==> config.mk <==
export PLATFORM = sky130hd
export DESIGN_NAME = e203_exu_csr_xchctrl
export DESIGN_NICKNAME = d
export VERILOG_FILES = /design/src/rtl/e203_exu_csr_xchctrl.sv
export SDC_FILE = /design/constraint.sdc
export NUM_CORES = 1
export LEC_CHECK = 0
export ABC_AREA = 1
export ABC_CLOCK_PERIOD_IN_PS = 2100
export BUFFER_PORTS_ARGS = -buffer_cell sky130_fd_sc_hd__buf_2
export CELL_PAD_IN_SITES_DETAIL_PLACEMENT = 1
export CELL_PAD_IN_SITES_GLOBAL_PLACEMENT = 1
export CORE_MARGIN = 1
export CORE_UTILIZATION = 30
export CTS_CLUSTER_DIAMETER = 50
export DETAILED_ROUTE_END_ITERATION = 10
export GPL_ROUTABILITY_DRIVEN = 0
export PLACE_DENSITY = 0.86
export SYNTH_ARGS = -nofsm -noshare
export SYNTH_HDL_FRONTEND = slang
export SYNTH_SLANG_ARGS = --single-unit
==> constraint.sdc <==
create_clock -name clk -period 2.1 [get_ports clk]
set_input_delay 0.42 -clock clk [delete_from_list [all_inputs] [get_ports clk]]
set_output_delay 0.42 -clock clk [all_outputs]
set_load 0.02 [all_outputs]
==> src/rtl/e203_exu_csr_xchctrl.sv <==
// CSR instruction controller: single-cycle local CSR file access, split request/response
// access to external CSR channels with timeout, and a one-entry result buffer for commit.
//
// state | meaning
// IDLE  | ready for a CSR instruction; local accesses complete here
// REQ   | external request presented to the selected channel
// RSP   | waiting for the channel response
// WB    | result held in obuf until commit takes it
//
// csr_i_info layout: [0] CSRRW [1] CSRRS [2] CSRRC [3] RS1IMM [4] RS1IS0 [9:5] ZIMM [21:10] CSRIDX
module e203_exu_csr_xchctrl #(
  parameter int         XLEN    = 32,
  parameter int         NCH     = 2,
  parameter logic [3:0] CH_BASE = 4'hC,
  parameter int         TMO_W   = 8,
  localparam int        DECINFO_W = 22,
  localparam int        CHW     = (NCH > 1) ? $clog2(NCH) : 1
) (
  input  logic                  clk,
  input  logic                  rst_n,
  input  logic                  csr_i_valid,
  output logic                  csr_i_ready,
  input  logic [XLEN-1:0]       csr_i_rs1,
  input  logic [DECINFO_W-1:0]  csr_i_info,
  input  logic                  csr_i_rdwen,
  output logic                  csr_ena,
  output logic                  csr_rd_en,
  output logic                  csr_wr_en,
  output logic [11:0]           csr_idx,
  input  logic                  csr_access_ilgl,
  input  logic [XLEN-1:0]       read_csr_dat,
  output logic [XLEN-1:0]       wbck_csr_dat,
  input  logic [NCH-1:0]        ch_off,
  output logic [NCH-1:0]        ext_req_valid,
  input  logic [NCH-1:0]        ext_req_ready,
  output logic [11:0]           ext_req_addr,
  output logic [1:0]            ext_req_op,
  output logic [XLEN-1:0]       ext_req_wdata,
  input  logic [NCH-1:0]        ext_rsp_valid,
  output logic [NCH-1:0]        ext_rsp_ready,
  input  logic [NCH*XLEN-1:0]   ext_rsp_rdata,
  input  logic [NCH-1:0]        ext_rsp_err,
  output logic                  csr_o_valid,
  input  logic                  csr_o_ready,
  output logic [XLEN-1:0]       csr_o_wbck_wdat,
  output logic                  csr_o_wbck_err
);

  typedef enum logic [1:0] {IDLE, REQ, RSP, WB} state_t;
  state_t state_q, state_nxt;

  logic            i_rw, i_rs, i_rc, i_imm, i_is0;
  logic [4:0]      i_zimm;
  logic [11:0]     i_idx;
  logic [XLEN-1:0] op1;
  logic [1:0]      ext_op;

  assign i_rw   = csr_i_info[0];
  assign i_rs   = csr_i_info[1];
  assign i_rc   = csr_i_info[2];
  assign i_imm  = csr_i_info[3];
  assign i_is0  = csr_i_info[4];
  assign i_zimm = csr_i_info[9:5];
  assign i_idx  = csr_i_info[21:10];
  assign op1    = i_imm ? {{(XLEN-5){1'b0}}, i_zimm} : csr_i_rs1;
  assign ext_op = i_rw ? 2'b00 : i_is0 ? 2'b11 : i_rs ? 2'b01 : 2'b10;

  logic [CHW-1:0]   ch_q, hit_ch;
  logic             ext_hit;
  logic [1:0]       op_q;
  logic [11:0]      addr_q;
  logic [XLEN-1:0]  wdata_q, obuf_dat_q;
  logic             obuf_err_q;
  logic [TMO_W-1:0] tmo_q;
  logic [NCH-1:0]   abandon_q, abandon_nxt;
  logic             req_rdy_sel, rsp_vld_sel, rsp_err_sel, aband_sel;
  logic [XLEN-1:0]  rdata_sel;
  logic             req_hs, rsp_hs, tmo_full;

  // A disabled channel falls through to the local CSR file.
  always_comb begin
    ext_hit = 1'b0;
    hit_ch  = '0;
    for (int k = 0; k < NCH; k++) begin
      if (i_idx[11:8] == (CH_BASE + 4'(k)) && !ch_off[k]) begin
        ext_hit = 1'b1;
        hit_ch  = CHW'(k);
      end
    end
  end

  always_comb begin
    req_rdy_sel = 1'b0;
    rsp_vld_sel = 1'b0;
    rsp_err_sel = 1'b0;
    aband_sel   = 1'b0;
    rdata_sel   = '0;
    for (int k = 0; k < NCH; k++) begin
      if (ch_q == CHW'(k)) begin
        req_rdy_sel = ext_req_ready[k];
        rsp_vld_sel = ext_rsp_valid[k];
        rsp_err_sel = ext_rsp_err[k];
        aband_sel   = abandon_q[k];
        rdata_sel   = ext_rsp_rdata[k*XLEN +: XLEN];
      end
    end
  end

  assign req_hs   = (state_q == REQ) && !aband_sel && req_rdy_sel;
  assign rsp_hs   = (state_q == RSP) && rsp_vld_sel;
  assign tmo_full = &tmo_q;

  // Abandoned channels get their late response drained; a response-phase timeout abandons.
  always_comb begin
    abandon_nxt = abandon_q & ~ext_rsp_valid;
    for (int k = 0; k < NCH; k++) begin
      if (state_q == RSP && !rsp_hs && tmo_full && ch_q == CHW'(k))
        abandon_nxt[k] = 1'b1;
    end
  end

  always_ff @(posedge clk) begin
    if (!rst_n) state_q <= IDLE;
    else        state_q <= state_nxt;
  end

  always_comb begin
    state_nxt = state_q;
    case (state_q)
      IDLE: if (csr_i_valid) state_nxt = ext_hit ? REQ : WB;
      REQ:  if (req_hs) state_nxt = RSP;
            else if (tmo_full) state_nxt = WB;
      RSP:  if (rsp_hs || tmo_full) state_nxt = WB;
      WB:   if (csr_o_ready) state_nxt = IDLE;
      default: state_nxt = IDLE;
    endcase
  end

  always_ff @(posedge clk) begin
    if (!rst_n) begin
      ch_q       <= '0;
      op_q       <= '0;
      addr_q     <= '0;
      wdata_q    <= '0;
      obuf_dat_q <= '0;
      obuf_err_q <= 1'b0;
      tmo_q      <= '0;
      abandon_q  <= '0;
    end else begin
      abandon_q <= abandon_nxt;
      case (state_q)
        IDLE: if (csr_i_valid) begin
          if (ext_hit) begin
            ch_q    <= hit_ch;
            op_q    <= ext_op;
            addr_q  <= i_idx;
            wdata_q <= op1;
            tmo_q   <= '0;
          end else begin
            obuf_dat_q <= read_csr_dat;
            obuf_err_q <= csr_access_ilgl;
          end
        end
        REQ, RSP: begin
          if (req_hs) begin
            tmo_q <= '0;
          end else if (rsp_hs) begin
            obuf_dat_q <= rdata_sel;
            obuf_err_q <= rsp_err_sel;
          end else if (tmo_full) begin
            obuf_dat_q <= '0;
            obuf_err_q <= 1'b1;
          end else begin
            tmo_q <= tmo_q + 1'b1;
          end
        end
        default: ;
      endcase
    end
  end

  // Handshake outputs are qualified by rst_n so they read 0 while reset is held.
  always_comb begin
    csr_i_ready   = rst_n && (state_q == IDLE);
    csr_ena       = csr_i_ready && csr_i_valid && !ext_hit;
    csr_rd_en     = csr_ena && ((i_rw && csr_i_rdwen) || i_rs || i_rc);
    csr_wr_en     = csr_ena && (i_rw || ((i_rs || i_rc) && !i_is0));
    csr_idx       = i_idx;
    wbck_csr_dat  = i_rw ? op1 : i_rs ? (op1 | read_csr_dat) : (~op1 & read_csr_dat);
    ext_req_valid = '0;
    ext_rsp_ready = '0;
    for (int k = 0; k < NCH; k++) begin
      ext_req_valid[k] = rst_n && (state_q == REQ) && (ch_q == CHW'(k)) && !abandon_q[k];
      ext_rsp_ready[k] = rst_n && (abandon_q[k] || ((state_q == RSP) && (ch_q == CHW'(k))));
    end
    ext_req_addr    = addr_q;
    ext_req_op      = op_q;
    ext_req_wdata   = wdata_q;
    csr_o_valid     = rst_n && (state_q == WB);
    csr_o_wbck_wdat = obuf_dat_q;
    csr_o_wbck_err  = obuf_err_q;
  end

endmodule
# ---- Word-level counts from Yosys, hierarchy flattened
# Index checks and enable logic that the tools add are counted.
dict set report classes {
  eq_ne 15
  n_reduce_logical 49
  add_sub_neg 1
  mux 41
  bitwise_logic 6
}
# op n
set op_table {}
lappend op_table {{$mux W32} 9}
lappend op_table {{$pmux W32 S2} 1}
lappend op_table {{$mux W8} 5}
lappend op_table {{$and A32 B32 Y32} 1}
lappend op_table {{$not A32 Y32} 1}
lappend op_table {{$or A32 B32 Y32} 1}
lappend op_table {{$logic_and A1 B1 Y1} 26}
lappend op_table {{$mux W2} 9}
lappend op_table {{$pmux W8 S2} 1}
lappend op_table {{$mux W1} 14}
lappend op_table {{$ne A2 B2 Y1 const B} 6}
lappend op_table {{$ne A3 B3 Y1 const B} 4}
lappend op_table {{$reduce_and A5 Y1} 2}
lappend op_table {{$add A8 B1 Y8 const B} 1}
lappend op_table {{$eq A4 B4 Y1 const B} 2}
lappend op_table {{$logic_not A1 Y1} 8}
lappend op_table {{$pmux W2 S4} 1}
lappend op_table {{$reduce_and A8 Y1} 1}
lappend op_table {{$logic_or A1 B1 Y1} 7}
lappend op_table {{$eq A2 B2 Y1 const B} 2}
lappend op_table {{$reduce_and A4 Y1} 1}
lappend op_table {{$reduce_and A3 Y1} 1}
lappend op_table {{$and A2 B2 Y2} 1}
lappend op_table {{$eq A2 B1 Y1 const B} 1}
lappend op_table {{6 further kinds} 6}
dict set report totals {
  elab_cells 121
  inputBits 164
  register_bits 92
}

# ---- Longest topological paths before layout
dict set report depth {
  ltp_word 7
  mapped_depth 12
}

# ---- Worst setup path after synthesis
# No wires, ideal clock.
dict set report synth_timing {
  path_type {input to output}
  from {in csr_i_info[3]}
  to {out wbck_csr_dat[28]}
  t_arrival_ns 1.416
  slack_ns 0.264
  n_path_buf 1
  cell_stages 4
  path_cell_list {clkinv_1 -> clkbuf_1 -> nand2_1 -> o21ai_0}
}
dict set report synth_between {
  elab_chain_cells 5
  word_cells_on_any_way 6
  cone_classes {3 x mux; 3 x bitwise}
}
# item line_no
set synth_rtl {}
lappend synth_rtl {{from (decl)} 24} ;# input logic [DECINFO_W-1:0] csr_i_info,
lappend synth_rtl {{$mux W32 (*)} 65} ;# assign op1 = i_imm ? {{(XLEN-5){1'b0}}, i_zimm} : csr_i_rs1;
lappend synth_rtl {{$not A32 Y32} 189} ;# wbck_csr_dat = i_rw ? op1 : i_rs ? (op1 | read_csr_dat) : (~op1 & read_csr_dat);
lappend synth_rtl {{$and A32 B32 Y32} 189}
lappend synth_rtl {{$mux W32} 189}
lappend synth_rtl {{$mux W32 (*)} 189}
lappend synth_rtl {{to (decl)} 32} ;# output logic [XLEN-1:0] wbck_csr_dat,
# Every way passes the cells marked *; elsewhere a longest branch is shown, timed or not.

# ---- Worst setup path in the final report
dict set report layout_timing {
  from {reg state_q[0]}
  to {out csr_rd_en}
}
dict set report layout_between {
  elab_chain_cells 5
}
# item line_no
set layout_rtl {}
lappend layout_rtl {{from (decl)} 50} ;# state_t state_q, state_nxt;
lappend layout_rtl {{from (signal assigned)} 124} ;# else state_q <= state_nxt;
lappend layout_rtl {{$logic_not A2 Y1} 184} ;# csr_i_ready = rst_n && (state_q == IDLE);
lappend layout_rtl {{$logic_and A1 B1 Y1} 184}
lappend layout_rtl {{$logic_and A1 B1 Y1 (2 in a row)} 185} ;# csr_ena = csr_i_ready && csr_i_valid && !ext_hit;
lappend layout_rtl {{$logic_and A1 B1 Y1} 186} ;# csr_rd_en = csr_ena && ((i_rw && csr_i_rdwen) || i_rs || i_rc);
lappend layout_rtl {{to (decl)} 27} ;# output logic csr_rd_en,
# Every way passes these cells.

==> metrics.txt <==
multi-input logic area=3240 sq um; Hold Path Class=primary input to flip-flop; drt total wl=24000 um; status=complete, no violations; DP Worst Slack=110 ps; Max Slew Vio Count=0; Final Hold Vio Count=0; vias in the first global route=7021; vias=7060; DR vias/cell=4.81; Wirelength per Cell=16.3 um; crit end category=output port; layout cells sized above 1=0.342; unrepaired setup endpoints after global routing=yes; Ys Warns=0; #FFs+latches synth=92; DRC=0; share of the core filled with cells=0.415; CTS tree=yes; slew margin rel.=0.670; Die ar.=20100 sq um; crit start category=flip-flop; area leader, netlist=dfxtp_1; clock root buffer=clkbuf_16; Final nets=1372; die width=142 um; Starting Density=0.310; Post-CTS Hold Buffers=0; # IOs=296; Cell Pwr Density=1170 nW/um^2; Pint=0.00482 W; final cycle utilization of the critical path=0.966; Final Critical Period=2030 ps; Max Cap Viol=0; Flop pwr share=0.236; Cells after Synth=948; first-pass GRT wire length=37200 um; site row count=50; CP Data Arrival Time=1610 ps; final critical-path setup slack=71.3 ps; Placed Cells=1451; sequential area share after synthesis=0.315; final setup TNS=0 ps; count of cell types in the netlist=31; final antenna-violating net count=0; met2 usage=0.403; crit path max fanout=5; Final Skew=15.4 ps; Detailed Place HPWL=18900 um; top-area cell type share of the netlist area=0.315; Area Growth Syn to Fin=33.9%; Setup Viol. Count Final=0; syn nets=1118; violation count after the first detailed-route iteration=292; CTS Buffer Depth=2; Peak Freq=493 MHz; post-synthesis cell area=5850 sq um; Mean Syn Cell Area=6.17 sq um; gr ovfl total=0; Area contributors post-synth=dfxtp_1 31%, nand2_1 13%, nand3_1 9.2%; CTS Buf Count=9; Clock Sinks=92; antenna violations before repair=3; net switching power=0.00434 W; DIE HEIGHT=142 um; port buffer count=295; most crowded layer after global routing=met2; met3 usage=0.0439; final cell count without fillers=1469; Core ar.=18900 sq um; Leak=4.04 nW; Net Sw Frac=0.474; Worst-Skew Late Latency=350 ps; largest net degree at the start of global routing=67; Pre-antenna DRT Iters=4; H-tree levels=3; total track usage=0.237; Peak VDD IR=0.000892 V; Reg clk slew, reported paths=70 ps; Hold Slack=324 ps; share of total power in the clock network=0.172; WS Path Type=flip-flop to output port; pin slew with the least headroom to its limit=494 ps; fill cell count=2629; met1 Use GR=0.299; flip-flop and latch area=1850 sq um; Req. time, crit path=1680 ps; Gate power share=0.593
[registers in the layout, summed over array words and instances, names as in the netlist]
signal / flops
state_q: 2
tmo_q: 8
ext_req_op: 2
ext_req_wdata: 32
csr_o_wbck_err: 1
ch_q: 1
csr_o_wbck_wdat: 32
abandon_q: 2
ext_req_addr: 12
[placed cells by master (no fill, tap or decap), types with 11 or more instances in the layout]
cell type  count
a21oi_1       89
a21oi_2       11
buf_2        294
buf_4         14
dfxtp_1       89
inv_1         95
nand2_1      196
nand3_1      107
nand3_2       13
nor2_1       142
o21ai_0       54
or2_2         32
[final timing paths]
kind / startpoint / to / slack, ps / cells past startpoint
max: state_q[0] / csr_rd_en / 70 / 7
min: csr_i_info[13] / ext_req_addr[3] / 320 / 3
max reg2reg: state_q[0] / tmo_q[7] / 140 / 9
min reg2reg: ext_req_addr[9] / ext_req_addr[9] / 450 / 2
[power by group through the flow]
stage	Sequential (W)	Combinational (W)	Clock [W]
2_1_floorplan	0.00241	0.00368	0
6_report	0.00216	0.00543	0.00157
3_5_place_dp	0.00219	0.00542	0
3_3_place_gp	0.00219	0.00531	0
5_1_grt	0.00219	0.00605	0.00169
4_1_cts	0.00216	0.00547	0.00161
[cells in the mapped netlist (all sizes together)]
| master | n |
|---|---|
| a21oi | 100 |
| buf | 48 |
| clkbuf | 26 |
| clkinv | 2 |
| dfxtp | 92 |
| ha | 6 |
| inv | 101 |
| nand2 | 206 |
| nand3 | 121 |
| nand3b | 2 |
| nand4 | 5 |
| nor2 | 146 |
| nor3 | 2 |
| o211ai | 1 |
| o21a | 2 |
| o21ai | 54 |
| o22ai | 2 |
| or2 | 32 |
[logic make-up after synthesis]
group,share of synthesized area
buf+inv,0.136
fa+ha+maj,0.0128
flops,0.315
compound gates,0.144
simple gates,0.393
[area by class of cell]
type / count / area share
well taps: 260 / 0.0415
clock buffers: 10 / 0.0305
inverters: 103 / 0.0500
repair buffers: 317 / 0.224
multi-input cells: 679 / 0.413
clock inverters: 5 / 0.00463
diodes: 3 / 0.000958
flip-flops and latches: 92 / 0.235
[per-layer routing]
layer | share of wire | wire (um) | vias up
li1 | - | - | 3498
met1 | 0.44 | 10500 | 3325
met2 | 0.48 | 11600 | 199
met3 | 0.052 | 1240 | 38
met4 | 0.024 | 586 | 0
met5 | 0 | 0 | -
[metrics by stage]
step                      total power [W]  area (sq um)
after floorplan                   0.00610          5850
after global placement            0.00750          7540
after detailed placement          0.00762          7540
after CTS                         0.00923          7820
after global routing              0.00993          7840
final                             0.00916          7840
[critical path, cell delays in order, from the launching register on]
cell	delay, ps
dfxtp_2	350
inv_2	90
ha_2	200
nand2_1	50
inv_1	100
nand3_2	150
a21oi_2	170
buf_4	160
[timing repair]
item	CTS	global route
setup buffers	0	0
pin swaps	0	0
setup endpoints to repair	2	24
endpoints found under the hold margin	0	0
resized for setup	3	6
No activity file was read; power rests on OpenSTA's default activity.
